## config.mk

```make
export PLATFORM = sky130hd
export DESIGN_NAME = v_port_allocator
export DESIGN_NICKNAME = d
export VERILOG_FILES = /design/src/rtl/v_alloc_pkg.sv /design/src/rtl/rr_free_finder.sv /design/src/rtl/v_port_allocator.sv
export SDC_FILE = /design/constraint.sdc
export NUM_CORES = 1
export LEC_CHECK = 0
export CAP_MARGIN = 20
export CORE_ASPECT_RATIO = 0.5
export CORE_MARGIN = 1.5
export CORE_UTILIZATION = 25
export DETAILED_ROUTE_END_ITERATION = 6
export PLACE_DENSITY = 0.6
export SLEW_MARGIN = 10
export SYNTH_ARGS = -nofsm -noshare
export SYNTH_HDL_FRONTEND = slang
export SYNTH_HIERARCHICAL = 1
export SYNTH_SLANG_ARGS = --single-unit
```

## constraint.sdc

```tcl
create_clock -name clk -period 5.25 [get_ports clk]
set_input_delay 1.05 -clock clk [delete_from_list [all_inputs] [get_ports clk]]
set_output_delay 1.05 -clock clk [all_outputs]
set_load 0.1 [all_outputs]
```

## src/rtl/v_alloc_pkg.sv

```systemverilog
// rtl/v_alloc_pkg.sv - shared types, defaults and helpers for the vector port allocator
// Contents:
//   grp_state_e   per-group lifecycle: FREE, EXEC (write port busy), OP3 (spare read port reserved)
//   *_DFLT        default sizing used when the allocator is not overridden
//   op3_port_idx  odd read port of a group, used for the third operand
package v_alloc_pkg;

   typedef enum logic [1:0] {
      FREE = 2'd0,
      EXEC = 2'd1,
      OP3  = 2'd2
   } grp_state_e;

   localparam int W_PORTS_NUM_DFLT = 4;
   localparam int R_PORTS_NUM_DFLT = 2 * W_PORTS_NUM_DFLT;
   localparam int INSTR_TYPES_DFLT = 12;

   // Each group owns read ports 2g and 2g+1; the odd one is the spare.
   function automatic int op3_port_idx(input int grp);
      return 2 * grp + 1;
   endfunction

endpackage

```

## src/rtl/rr_free_finder.sv

```systemverilog
// rtl/rr_free_finder.sv - round-robin search for the first free entry from a start index
// Ports:
//   i_free     free flag per entry
//   i_start    first index examined; search wraps modulo N
//   i_excl     index never returned when i_excl_en is set
//   i_excl_en  enables the exclusion
//   o_found    some eligible entry exists
//   o_idx      first eligible entry at or after i_start (0 when none)
module rr_free_finder #(
   parameter int N  = 4,
   parameter int IW = $clog2(N)
) (
   input  logic [N-1:0]  i_free,
   input  logic [IW-1:0] i_start,
   input  logic [IW-1:0] i_excl,
   input  logic          i_excl_en,
   output logic          o_found,
   output logic [IW-1:0] o_idx
);

   logic [IW:0]   w_sum;
   logic [IW-1:0] w_idx;

   // N need not be a power of two, so the wrap is an explicit subtract
   // rather than dropping the carry bit.
   always_comb begin
      o_found = 1'b0;
      o_idx   = '0;
      w_sum   = '0;
      w_idx   = '0;
      for (int i = 0; i < N; i++) begin
         w_sum = {1'b0, i_start} + (IW+1)'(i);
         if (w_sum >= (IW+1)'(N)) begin
            w_sum = w_sum - (IW+1)'(N);
         end
         w_idx = w_sum[IW-1:0];
         if (!o_found && i_free[w_idx] && !(i_excl_en && (w_idx == i_excl))) begin
            o_found = 1'b1;
            o_idx   = w_idx;
         end
      end
   end

endmodule

```

## src/rtl/v_port_allocator.sv

```systemverilog
// rtl/v_port_allocator.sv - round-robin write-port group allocator with op3 read-port reservation
// Ports:
//   clk, rstn                 clock, asynchronous active-low reset
//   instr_vld_i / instr_rdy_o per-type handshake; top bit is the config instruction
//   instr_op3_i               presented instruction needs a spare read port in a second group
//   vrf_starting_addr_vld_i   gates all non-config readiness
//   port_done_i, op3_done_i   completion pulses for EXEC and OP3 groups
//   start_o, alloc_grp_o, alloc_vld_o   combinational grant to a group
//   op3_port_sel_o, op3_vld_o           combinational op3 read-port reservation
//   grp_busy_o, all_idle_o    status from registered group state
//   err_o                     registered pulse for a done in the wrong state
module v_port_allocator
   import v_alloc_pkg::*;
#(
   parameter  int W_PORTS_NUM = W_PORTS_NUM_DFLT,
   parameter  int R_PORTS_NUM = R_PORTS_NUM_DFLT,
   parameter  int INSTR_TYPES = INSTR_TYPES_DFLT,
   localparam int GRP_W       = $clog2(W_PORTS_NUM),
   localparam int RP_W        = $clog2(R_PORTS_NUM),
   localparam int CFG_IDX     = INSTR_TYPES - 1
) (
   input  logic                   clk,
   input  logic                   rstn,
   input  logic [INSTR_TYPES-1:0] instr_vld_i,
   input  logic                   instr_op3_i,
   input  logic                   vrf_starting_addr_vld_i,
   output logic [INSTR_TYPES-1:0] instr_rdy_o,
   input  logic [W_PORTS_NUM-1:0] port_done_i,
   input  logic [W_PORTS_NUM-1:0] op3_done_i,
   output logic [W_PORTS_NUM-1:0] start_o,
   output logic [GRP_W-1:0]       alloc_grp_o,
   output logic                   alloc_vld_o,
   output logic [RP_W-1:0]        op3_port_sel_o,
   output logic                   op3_vld_o,
   output logic [W_PORTS_NUM-1:0] grp_busy_o,
   output logic                   all_idle_o,
   output logic                   err_o
);

   grp_state_e             r_state     [W_PORTS_NUM];
   grp_state_e             w_state_nxt [W_PORTS_NUM];
   logic [GRP_W-1:0]       r_ptr;
   logic [GRP_W-1:0]       w_ptr_nxt;
   logic                   r_err;
   logic                   w_err_nxt;
   logic [W_PORTS_NUM-1:0] w_free;
   logic                   w_g_found;
   logic [GRP_W-1:0]       w_g_idx;
   logic                   w_h_found;
   logic [GRP_W-1:0]       w_h_idx;
   logic [GRP_W-1:0]       w_g_succ;
   logic                   w_rdy_nc;
   logic                   w_alloc;
   logic                   w_op3_alloc;
   logic                   w_unused_cfg_vld;

   always_comb begin
      w_free = '0;
      for (int g = 0; g < W_PORTS_NUM; g++) begin
         w_free[g] = (r_state[g] == FREE);
      end
   end

   rr_free_finder #(.N(W_PORTS_NUM), .IW(GRP_W)) u_grant_finder (
      .i_free    (w_free),
      .i_start   (r_ptr),
      .i_excl    ('0),
      .i_excl_en (1'b0),
      .o_found   (w_g_found),
      .o_idx     (w_g_idx)
   );

   // Successor of the granted group: both the op3 search start and the next ptr.
   assign w_g_succ = (w_g_idx == GRP_W'(W_PORTS_NUM - 1)) ? '0 : w_g_idx + GRP_W'(1);

   rr_free_finder #(.N(W_PORTS_NUM), .IW(GRP_W)) u_op3_finder (
      .i_free    (w_free),
      .i_start   (w_g_succ),
      .i_excl    (w_g_idx),
      .i_excl_en (1'b1),
      .o_found   (w_h_found),
      .o_idx     (w_h_idx)
   );

   assign w_rdy_nc    = vrf_starting_addr_vld_i & w_g_found & (~instr_op3_i | w_h_found);
   assign w_alloc     = w_rdy_nc & (|instr_vld_i[CFG_IDX-1:0]);
   assign w_op3_alloc = w_alloc & instr_op3_i;

   // Config acceptance has no side effect here; the decoder only needs the ready.
   assign w_unused_cfg_vld = instr_vld_i[CFG_IDX];

   always_comb begin
      instr_rdy_o          = {INSTR_TYPES{w_rdy_nc}};
      instr_rdy_o[CFG_IDX] = all_idle_o;
   end

   assign start_o        = w_alloc ? ({{(W_PORTS_NUM-1){1'b0}}, 1'b1} << w_g_idx) : '0;
   assign alloc_grp_o    = w_alloc ? w_g_idx : '0;
   assign alloc_vld_o    = w_alloc;
   assign op3_vld_o      = w_op3_alloc;
   assign op3_port_sel_o = w_op3_alloc ? RP_W'(op3_port_idx(int'(w_h_idx))) : '0;
   assign grp_busy_o     = ~w_free;
   assign all_idle_o     = &w_free;
   assign err_o          = r_err;

   // Done pulses are evaluated against the current state; a new grant can
   // only target a FREE group, so it never collides with a legal release.
   always_comb begin
      w_err_nxt = 1'b0;
      for (int g = 0; g < W_PORTS_NUM; g++) begin
         w_state_nxt[g] = r_state[g];
      end
      for (int g = 0; g < W_PORTS_NUM; g++) begin
         if (port_done_i[g]) begin
            if (r_state[g] == EXEC) w_state_nxt[g] = FREE;
            else                    w_err_nxt      = 1'b1;
         end
         if (op3_done_i[g]) begin
            if (r_state[g] == OP3) w_state_nxt[g] = FREE;
            else                   w_err_nxt      = 1'b1;
         end
      end
      if (w_alloc) begin
         w_state_nxt[w_g_idx] = EXEC;
      end
      if (w_op3_alloc) begin
         w_state_nxt[w_h_idx] = OP3;
      end
      w_ptr_nxt = w_alloc ? w_g_succ : r_ptr;
   end

   always_ff @(posedge clk or negedge rstn) begin
      if (!rstn) begin
         for (int g = 0; g < W_PORTS_NUM; g++) begin
            r_state[g] <= FREE;
         end
         r_ptr <= '0;
         r_err <= 1'b0;
      end else begin
         for (int g = 0; g < W_PORTS_NUM; g++) begin
            r_state[g] <= w_state_nxt[g];
         end
         r_ptr <= w_ptr_nxt;
         r_err <= w_err_nxt;
      end
   end

endmodule

```

# After elaboration in Yosys (flattened, before gate mapping)
# Index checks and enable logic that the tools add are counted.
[classes]
shift = 1
mux = 82
n_reduce_logical = 28
n_eq_ne = 13
bitwise_logic = 15
n_lt_le_gt_ge = 20
addsub = 16
[ops]
columns = ["op", "count"]
rows = [
  ["2-bit two-way mux", 36],
  ["1-bit two-way mux", 32],
  ["3-bit greater-or-equal comparator, second input constant", 8],
  ["2-bit by 3-bit less-than comparator with 1-bit output, second input constant", 8],
  ["1-bit binary-select mux with 2-bit select", 8],
  ["8-bit two-way mux", 2],
  ["2-bit by 1-bit subtractor with 2-bit output, second input constant", 8],
  ["2-bit by 2-bit adder with 3-bit output, second input constant", 4],
  ["1-bit logical AND", 12],
  ["4-bit inverter", 3],
  ["11-bit OR reduction", 1],
  ["2-bit == test, second input constant", 5],
  ["1-bit zero test", 10],
  ["4-bit bitwise AND", 2],
  ["2-bit demux with 2-bit select", 2],
  ["2-bit by 1-bit == test with 1-bit output, second input constant", 4],
  ["2-bit == test", 4],
  ["2-bit zero test", 4],
  ["4-bit OR", 2],
  ["2-bit by 1-bit adder with 3-bit output, second input constant", 2],
  ["2-bit by 3-bit greater-or-equal comparator with 1-bit output, second input constant", 2],
  ["3-bit by 1-bit less-than comparator with 1-bit output, second input constant", 2],
  ["2-bit inverter with 3-bit output", 2],
  ["1-bit bitwise AND", 4],
  ["other kinds (8)", 8],
]
[totals]
out_inout_bits = 29
ff_bits = 11

# Logic depth before layout (Yosys ltp)
# Gate-level depths: netlist of the first run.
[depth]
ltp_word = 42
depth_mapped = 12

# Modules after synthesis
# Netlist of the first run, hierarchy kept.
[by_module_without_submodules]
columns = ["module", "n_inst", "cells_each", "area_per_inst_um2", "seq_area_each_um2"]
rows = [
  ["v_port_allocator", 1, 103, 863.3, 275.3],
  ["rr_free_finder", 2, 21, 158.9, 0.0],
]

# Worst setup path after synthesis of the first run
# OpenSTA, ideal clock, no wires.
[synth_timing]
path_kind = "reg2out"
from = "register r_state[5] in the netlist's numbering"
to = "output port instr_rdy_o[11]"
path_stages_with_launch = 5
t_arrival_ps = 5042
t_required_ps = 4200
path_slack_ps = -842
n_path_buf = 1
cell_sequence = "dfrtp_1 > nor2_1 > inv_1 > nor4_1 > buf_4"
[synth_via]
elab_chain_cells = 2
[synth_lines]
columns = ["item", "line_no", "source"]
rows = [
  ["start: declaration", "v_port_allocator.sv:40", "grp_state_e r_state [W_PORTS_NUM];"],
  ["start signal: indexed assignment", "v_port_allocator.sv:141", "r_state[g] <= w_state_nxt[g];"],
  ["2-bit zero test", "v_port_allocator.sv:60", "w_free[g] = (r_state[g] == FREE);"],
  ["named net w_free[1]", "v_port_allocator.sv:46", "logic [W_PORTS_NUM-1:0] w_free;"],
  ["4-bit AND reduction", "v_port_allocator.sv:103", "assign all_idle_o = &w_free;"],
  ["end: declaration", "v_port_allocator.sv:27", "output logic [INSTR_TYPES-1:0] instr_rdy_o,"],
]
# The timed path passes the listed nets, and every way through them passes these cells.

# Worst setup path in the final report of the first run
[layout_timing]
from = "register r_state[2] in the netlist's numbering"
to = "output port op3_port_sel_o[1]"
[layout_via]
elab_cells_between_ends = 82
classes_between = "9 x add/sub; 4 x order compare; 5 x eq/ne; 38 x mux; 5 x bitwise; 21 x reduce/logical"
[layout_lines]
columns = ["item", "line_no", "source"]
rows = [
  ["2-bit zero test (*)", "v_port_allocator.sv:60", ""],
  ["named net w_free[2]", "v_port_allocator.sv:46", ""],
  ["1-bit binary-select mux with 2-bit select", "rr_free_finder.sv:37", "if (!o_found && i_free[w_idx] && !(i_excl_en && (w_idx == i_excl))) begin"],
  ["1-bit two-way mux (not written as such)", "rr_free_finder.sv:37", ""],
  ["1-bit two-way mux", "rr_free_finder.sv:37", ""],
  ["1-bit zero test", "rr_free_finder.sv:37", ""],
  ["1-bit logical AND", "rr_free_finder.sv:37", ""],
  ["1-bit two-way mux", "rr_free_finder.sv:37", ""],
  ["[... 6 more ...]", "-", ""],
  ["named net w_g_idx[1]", "v_port_allocator.sv:48", "logic [GRP_W-1:0] w_g_idx;"],
  ["2-bit by 1-bit adder with 2-bit output / 2-bit == test (equally long branches)", "v_port_allocator.sv:74", "assign w_g_succ = (w_g_idx == GRP_W'(W_PORTS_NUM - 1)) ? '0 : w_g_idx + GRP_W'(1);"],
  ["2-bit two-way mux (*)", "v_port_allocator.sv:74", ""],
  ["named net w_g_succ[1]", "v_port_allocator.sv:51", "logic [GRP_W-1:0] w_g_succ;"],
  ["parallel branches: the longest is 17 deep, another holds 2-bit by 1-bit adder with 3-bit output", "-", ""],
  ["2-bit two-way mux (*)", "rr_free_finder.sv:37", ""],
  ["named net w_h_idx[0]", "v_port_allocator.sv:50", "logic [GRP_W-1:0] w_h_idx;"],
  ["3-bit by 1-bit adder with 3-bit output (*)", "v_alloc_pkg.sv:20", "return 2 * grp + 1;"],
  ["3-bit two-way mux (*)", "v_port_allocator.sv:101", "assign op3_port_sel_o = w_op3_alloc ? RP_W'(op3_port_idx(int'(w_h_idx))) : '0;"],
  ["end: declaration", "v_port_allocator.sv:33", "output logic [RP_W-1:0] op3_port_sel_o,"],
]
# Mark *: on every way through the listed nets, which the timed path passes. The select of a mux whose other input is x is not followed.

==> results of run 1 <==
-- cells in the final DEF (no fill, tap or decap), drive strengths merged, types with 3 or more instances in the layout --
master / n
clkdlybuf4s50: 29
buf: 23
inv: 18
conb: 16
dfrtp: 11
nor2: 10
o21ai: 9
nand2: 8
nand3b: 5
o22ai: 5
and3b: 5
a21oi: 4
ha: 4
o2bb2ai: 4
clkbuf: 4
o2111ai: 3
o22a: 3
a21boi: 3
nand3: 3
nor4: 3
nand2b: 3
-- cells by family (layout without fill, tap and decap cells) --
kind of cell | count (synthesis) | in the layout | share of synthesized area
AND/OR/NAND/NOR | 49 | 49 | 0.260
AO/OA/AOI/OAI | 45 | 45 | 0.285
buffers and inverters | 32 | 74 | 0.148
flip-flops | 11 | 11 | 0.233
adder cells (fa/ha/maj) | 4 | 4 | 0.0424
other | 2 | 16 | 0.00636
multiplexers | 2 | 2 | 0.0254
-- worst paths after layout --
| kind | endpoint | slack (ns) | start |
|---|---|---|---|
| setup / recovery | op3_port_sel_o[1] | 0.44 | r_state[2] |
| hold / removal | err_o | 0.57 | r_state[4] |
| setup reg to reg | r_state[6] | 1.52 | r_state[2] |
| hold reg to reg | err_o | 0.57 | r_state[4] |
| max in group asynchronous | r_ptr[1] | 3.78 | rstn |
| min in group asynchronous | r_state[5] | 1.14 | rstn |
-- per-stage QoR --
step / utilization / setup WS (ns) / hold WS [ns] / std cells / instance area [µm²]
floorplan: - / 0.0804 / 0.510 / 159 / 1240
global placement: 0.380 / 0.510 / 0.551 / 254 / 1700
detailed placement: 0.380 / 0.480 / 0.553 / 254 / 1700
CTS: 0.390 / 0.200 / 0.571 / 258 / 1740
global route: 0.391 / 0.0579 / 0.616 / 258 / 1750
finish: 0.391 / 0.444 / 0.574 / 258 / 1750
-- repair_timing --
| action | in CTS | in global routing |
|---|---|---|
| resized for setup | 0 | 1 |
| setup buffers | 0 | 0 |
| endpoints found under the setup margin | 0 | 2 |
-- cell type report --
type	count	area (µm²)	area share
Multi-Input combinational cell	116	798	0.457
Timing Repair Buffer	52	488	0.279
Sequential cell	11	275	0.157
Tap cell	57	71.3	0.0408
Inverter	18	70.1	0.0401
Clock buffer	4	45.0	0.0258
-- registers in the layout, summed over array words and instances, names as in the netlist --
name and count:
err_o 1, r_ptr 2, r_state 8
-- routing by layer --
layer | part of all wire | wire [µm]
met3 | 0.021 | 64
met5 | 0 | 0
met4 | 0 | 0
met2 | 0.47 | 1410
met1 | 0.51 | 1520
-- worst max-delay path: stages (launching register included) --
cell and delay [ns]:
dfrtp_1 0.39, nor2_1 0.35, inv_1 0.16, a2bb2oi_1 0.18, a311oi_2 0.58, inv_1 0.17, ha_1 0.40, nand2_1 0.12
o211ai_1 0.08, a211oi_1 0.58, and3_1 0.31, buf_12 0.19
==> metrics.yaml, run 1 <==
outcome: "completed"
grtUsageMet2: 0.197
yosysWarnings: 6
hold_path_depth: 2
ys_top_cells_by_area: "dfrtp_1 23%, buf_4 8.9%, inv_1 5.1%"
wl_per_cell_um: 11.6
cp-end-kind: "output pin"
path_class: "register to output pin"
synth.most_common_cell: "inv_1"
grt_usage: 0.122
rows: 17
cts-root-buf: "clkbuf_8"
synth_area_mm2: 0.00118
synth_top_area_frac: 0.233
worstPathArrival_ns: 3.76
routed_via_density: 4.62
async_flop_share: 1.00
dp_hpwl_um: 2510
slew_headroom: 0.354
busiest_layer: "met2"
die_x_um: 100
synth_top_cell_by_area: "dfrtp_1"
totalWireLength_um: 3000
maxCapViolCount: 0
cts.sinks: 11
timing.setup.tns_ns: 0
drv_slew: 0
grt_first_pass_wirelength_um: 5070
insertion_delay_ns: 0.23
ctsHoldBuffers: 0
grt_pass1_vias: 1135
synth-seq-cells: 11
antenna_found_initial: 0
fin_crit_sh: 0.915
io_pins: 53
nFillCells: 451
synth.distinct_cells: 42
tightest_slew_ns: 0.967
setup_viol: 0
start_util: 0.264
drcViolationCount: 0
grtUsageMet1: 0.177
ys_seq_area_frac: 0.233
synth_flop_cell: "dfrtp_1"
fin_crit_ns: 4.81
antenna_cells: 0
hold_viol_final: 0
num_vias: 1191
synth.avg_cell_area_um2: 8.15
grt_setup_unrepaired: "no"
tritoncts: "built"
firstDrtPassIters: 4
fmax_mhz: 208
synth-edff-count: 0
worst_r2r_path_depth: 11
grt_start_max_net_pins: 16
core_area_mm2: 0.00447
layout-drive-gt1-share: 0.219
clk_pin_slew_ns: 0.05
cts_max_level: 1
synth_cells: 145
die_area_mm2: 0.00517
overflow: 0
grtUsageMet3: 0.00806
drt_iter0_drc: 90
cp-start-kind: "register"
worstPathMaxFanout: 7
critPathRequiredTime_ns: 4.20
area_delta_synth_final_pct: 48.0
nets: 230
gp_congestion: 0.837
io_buffers: 51
drtAntennaViolNets: 0
numCtsBuffers: 3
hold_path.class: "register to register"
synth_common_cells: "16 x inv_1, 14 x buf_4, 11 x dfrtp_1"
cts_buffer_depth: 2
clock_skew_ns: 0.00326
die_height_um: 51.6
Power of run 1 is not shown: default switching activity piles up to over one toggle a cycle in this logic, so the estimate is an artifact.
==> inputs of run 2 (changes only) <==
==> constraint.sdc (replaced) <==
create_clock -name clk -period 5.3 [get_ports clk]
set_input_delay 1.06 -clock clk [delete_from_list [all_inputs] [get_ports clk]]
set_output_delay 1.06 -clock clk [all_outputs]
set_load 0.1 [all_outputs]
==> run 2 against run 1 <==
Utilization unchanged. Register-to-register slack better by 0.09 ns. Cell area unchanged. Critical path depth is the same. Global-route usage is 0.11 points higher. Worst hold slack got worse by 0.016 ns. First-iteration DRC count fell by 61%. Die area stayed put. Sequential share of layout area is the same.
==> metrics.yaml, run 2 (same netlist as run 1, synthesis figures left out) <==
routed_via_density: 4.70  # +1.8%
post_cts_buffers: 0  # unchanged
postLayoutCellArea_mm2: 0.00175  # unchanged
fin_crit_sh: 0.901
outcome: "completed"
layout_common_cells: "29 x clkdlybuf4s50_1, 21 x buf_4, 16 x inv_1, 16 x conb_1, 11 x dfrtp_1"
cts_max_level: 1  # unchanged
nets: 230  # unchanged
drv_slew: 0  # unchanged
overflow: 0  # unchanged
timing.setup.tns_ns: 0  # unchanged
path_class: "register to output pin"
start_util: 0.264  # unchanged
path_buf_inv: 3  # unchanged
fmax_mhz: 210
num_vias: 1213  # +1.8%
hold_path.class: "register to register"
cts-root-buf: "clkbuf_8"
postPlaceCellArea_mm2: 0.00170  # unchanged
worstPathArrival_ns: 3.71  # -0.05 ns
cts_buffer_depth: 2  # unchanged
wl_per_cell_um: 11.8  # +2.0%
slew_headroom: 0.354  # about the same
io_pins: 53  # unchanged
antenna_cells: 0  # unchanged
io_buffers: 51  # unchanged
fin_crit_ns: 4.77
grt_pass1_vias: 1172  # +3.3%
worstPathMaxFanout: 11  # +4
setup_viol: 0  # unchanged
tritoncts: "built"
nFillCells: 465  # +3.1%
critPathRequiredTime_ns: 4.24  # +0.04 ns
clk_pin_slew_ns: 0.05  # about the same
core_area_mm2: 0.00447  # unchanged
die_height_um: 51.6  # unchanged
cp-end-kind: "output pin"
firstDrtPassIters: 4  # unchanged
drt_iter0_drc: 35  # -61%
rows: 17  # unchanged
top_register: "r_state"
max_stage_delay_ns: 0.69  # +0.11 ns
antenna_found_initial: 0  # unchanged
tightest_slew_ns: 0.967  # +0.00000322 ns
cts.sinks: 11  # unchanged
hold_viol_final: 0  # unchanged
insertion_delay_ns: 0.23  # about the same
final_common_cell: "clkdlybuf4s50_1"
drtAntennaViolNets: 0  # unchanged
grt_setup_unrepaired: "no"
numCtsBuffers: 3  # unchanged
largest_reg_flops: 8  # unchanged
die_area_mm2: 0.00517  # unchanged
grt_usage: 0.123  # +0.00111
clock_skew_ns: 0.000750  # -0.00251 ns
maxCapViolCount: 0  # unchanged
area_delta_synth_final_pct: 48.0  # unchanged
cp-start-kind: "register"
dp_hpwl_um: 2540  # +1.4%
drcViolationCount: 0  # unchanged
cp_cell_sequence: "nor2_1, o211ai_1, a211oi_1, buf_4, inv_1, ha_1, nand2_1, o211ai_1, a211oi_1, and3_1, buf_12"
grt_first_pass_wirelength_um: 5090  # +0.28%
layout-drive-gt1-share: 0.219  # unchanged
slowest_stage: "nor2_1"
path_delay_family: "simple AND/OR/NAND/NOR gates"
grt_start_max_net_pins: 16  # unchanged
die_x_um: 100  # unchanged
gp_congestion: 0.837  # about the same
totalWireLength_um: 3060  # +2.0%
==> run 2: cell counts in the layout (fill, tap and decap cells not counted) <==
No cell type changed its count.
==> run 2: path summary, 6_finish.rpt <==
| path | startpoint | endpoint | slack (ns) | cells after the start |
|---|---|---|---|---|
| setup reg to reg | r_state[5] | r_state[6] | 1.61 | 11 |
| hold / removal | r_state[4] | err_o | 0.56 | 2 |
| setup / recovery | r_state[5] | op3_port_sel_o[1] | 0.53 | 11 |
| max in group asynchronous | rstn | r_state[6] | 3.82 | 1 |
| hold reg to reg | r_state[4] | err_o | 0.56 | 2 |
| min in group asynchronous | rstn | r_state[5] | 1.16 | 1 |
==> run 2: what timing repair did <==
action                     4_1_cts  5_1_grt
hold buffers                     0        0
setup endpoints to repair        0        2
resized for setup                0        1
==> run 2: through the flow <==
step	utilization	std cells	hold WS, ns	setup slack (ns)
after floorplan	-	159	0.510	0.120
after global placement	0.380	254	0.551	0.550
after detailed placement	0.380	254	0.556	0.440
after CTS	0.390	258	0.565	0.169
after global routing	0.391	258	0.604	0.0916
final	0.391	258	0.558	0.527
==> run 2: routing by layer <==
layer,vias up,track usage,wire (µm)
li1,618,-,-
met1,573,0.170,1510
met2,22,0.209,1460
met3,0,0.00806,88
met4,0,0.0423,0
met5,-,0,0
==> run 2: final cells by class <==
cell class	instances	area, µm²	share of cell area
multi-input combinational	116	798	0.457
timing repair buffer	52	488	0.279
sequential	11	275	0.157
tap	57	71.3	0.0408
inverter	18	70.1	0.0401
clock buffer	4	45.0	0.0258
==> run 2: worst reg2reg max path, delay by kind of cell (launching register included) <==
kind	cells	cell delay, ns
compound gates	5	0.92
buf+inv	2	0.27
fa+ha+maj	1	0.39
flops	1	0.38
simple gates	3	1.59
Power of run 2 is left out for the same reason.
==> inputs of run 3 (changes only) <==
--- a/config.mk
+++ b/config.mk
@@ -9,6 +9,7 @@
 export CORE_ASPECT_RATIO = 0.5
 export CORE_MARGIN = 1.5
 export CORE_UTILIZATION = 25
+export CTS_CLUSTER_DIAMETER = 200
 export DETAILED_ROUTE_END_ITERATION = 6
 export PLACE_DENSITY = 0.6
 export SLEW_MARGIN = 10
==> results of run 3 <==
Same layout as run 2: the final DEF is identical, and so are final timing and power.
Power of run 3 is left out for the same reason.
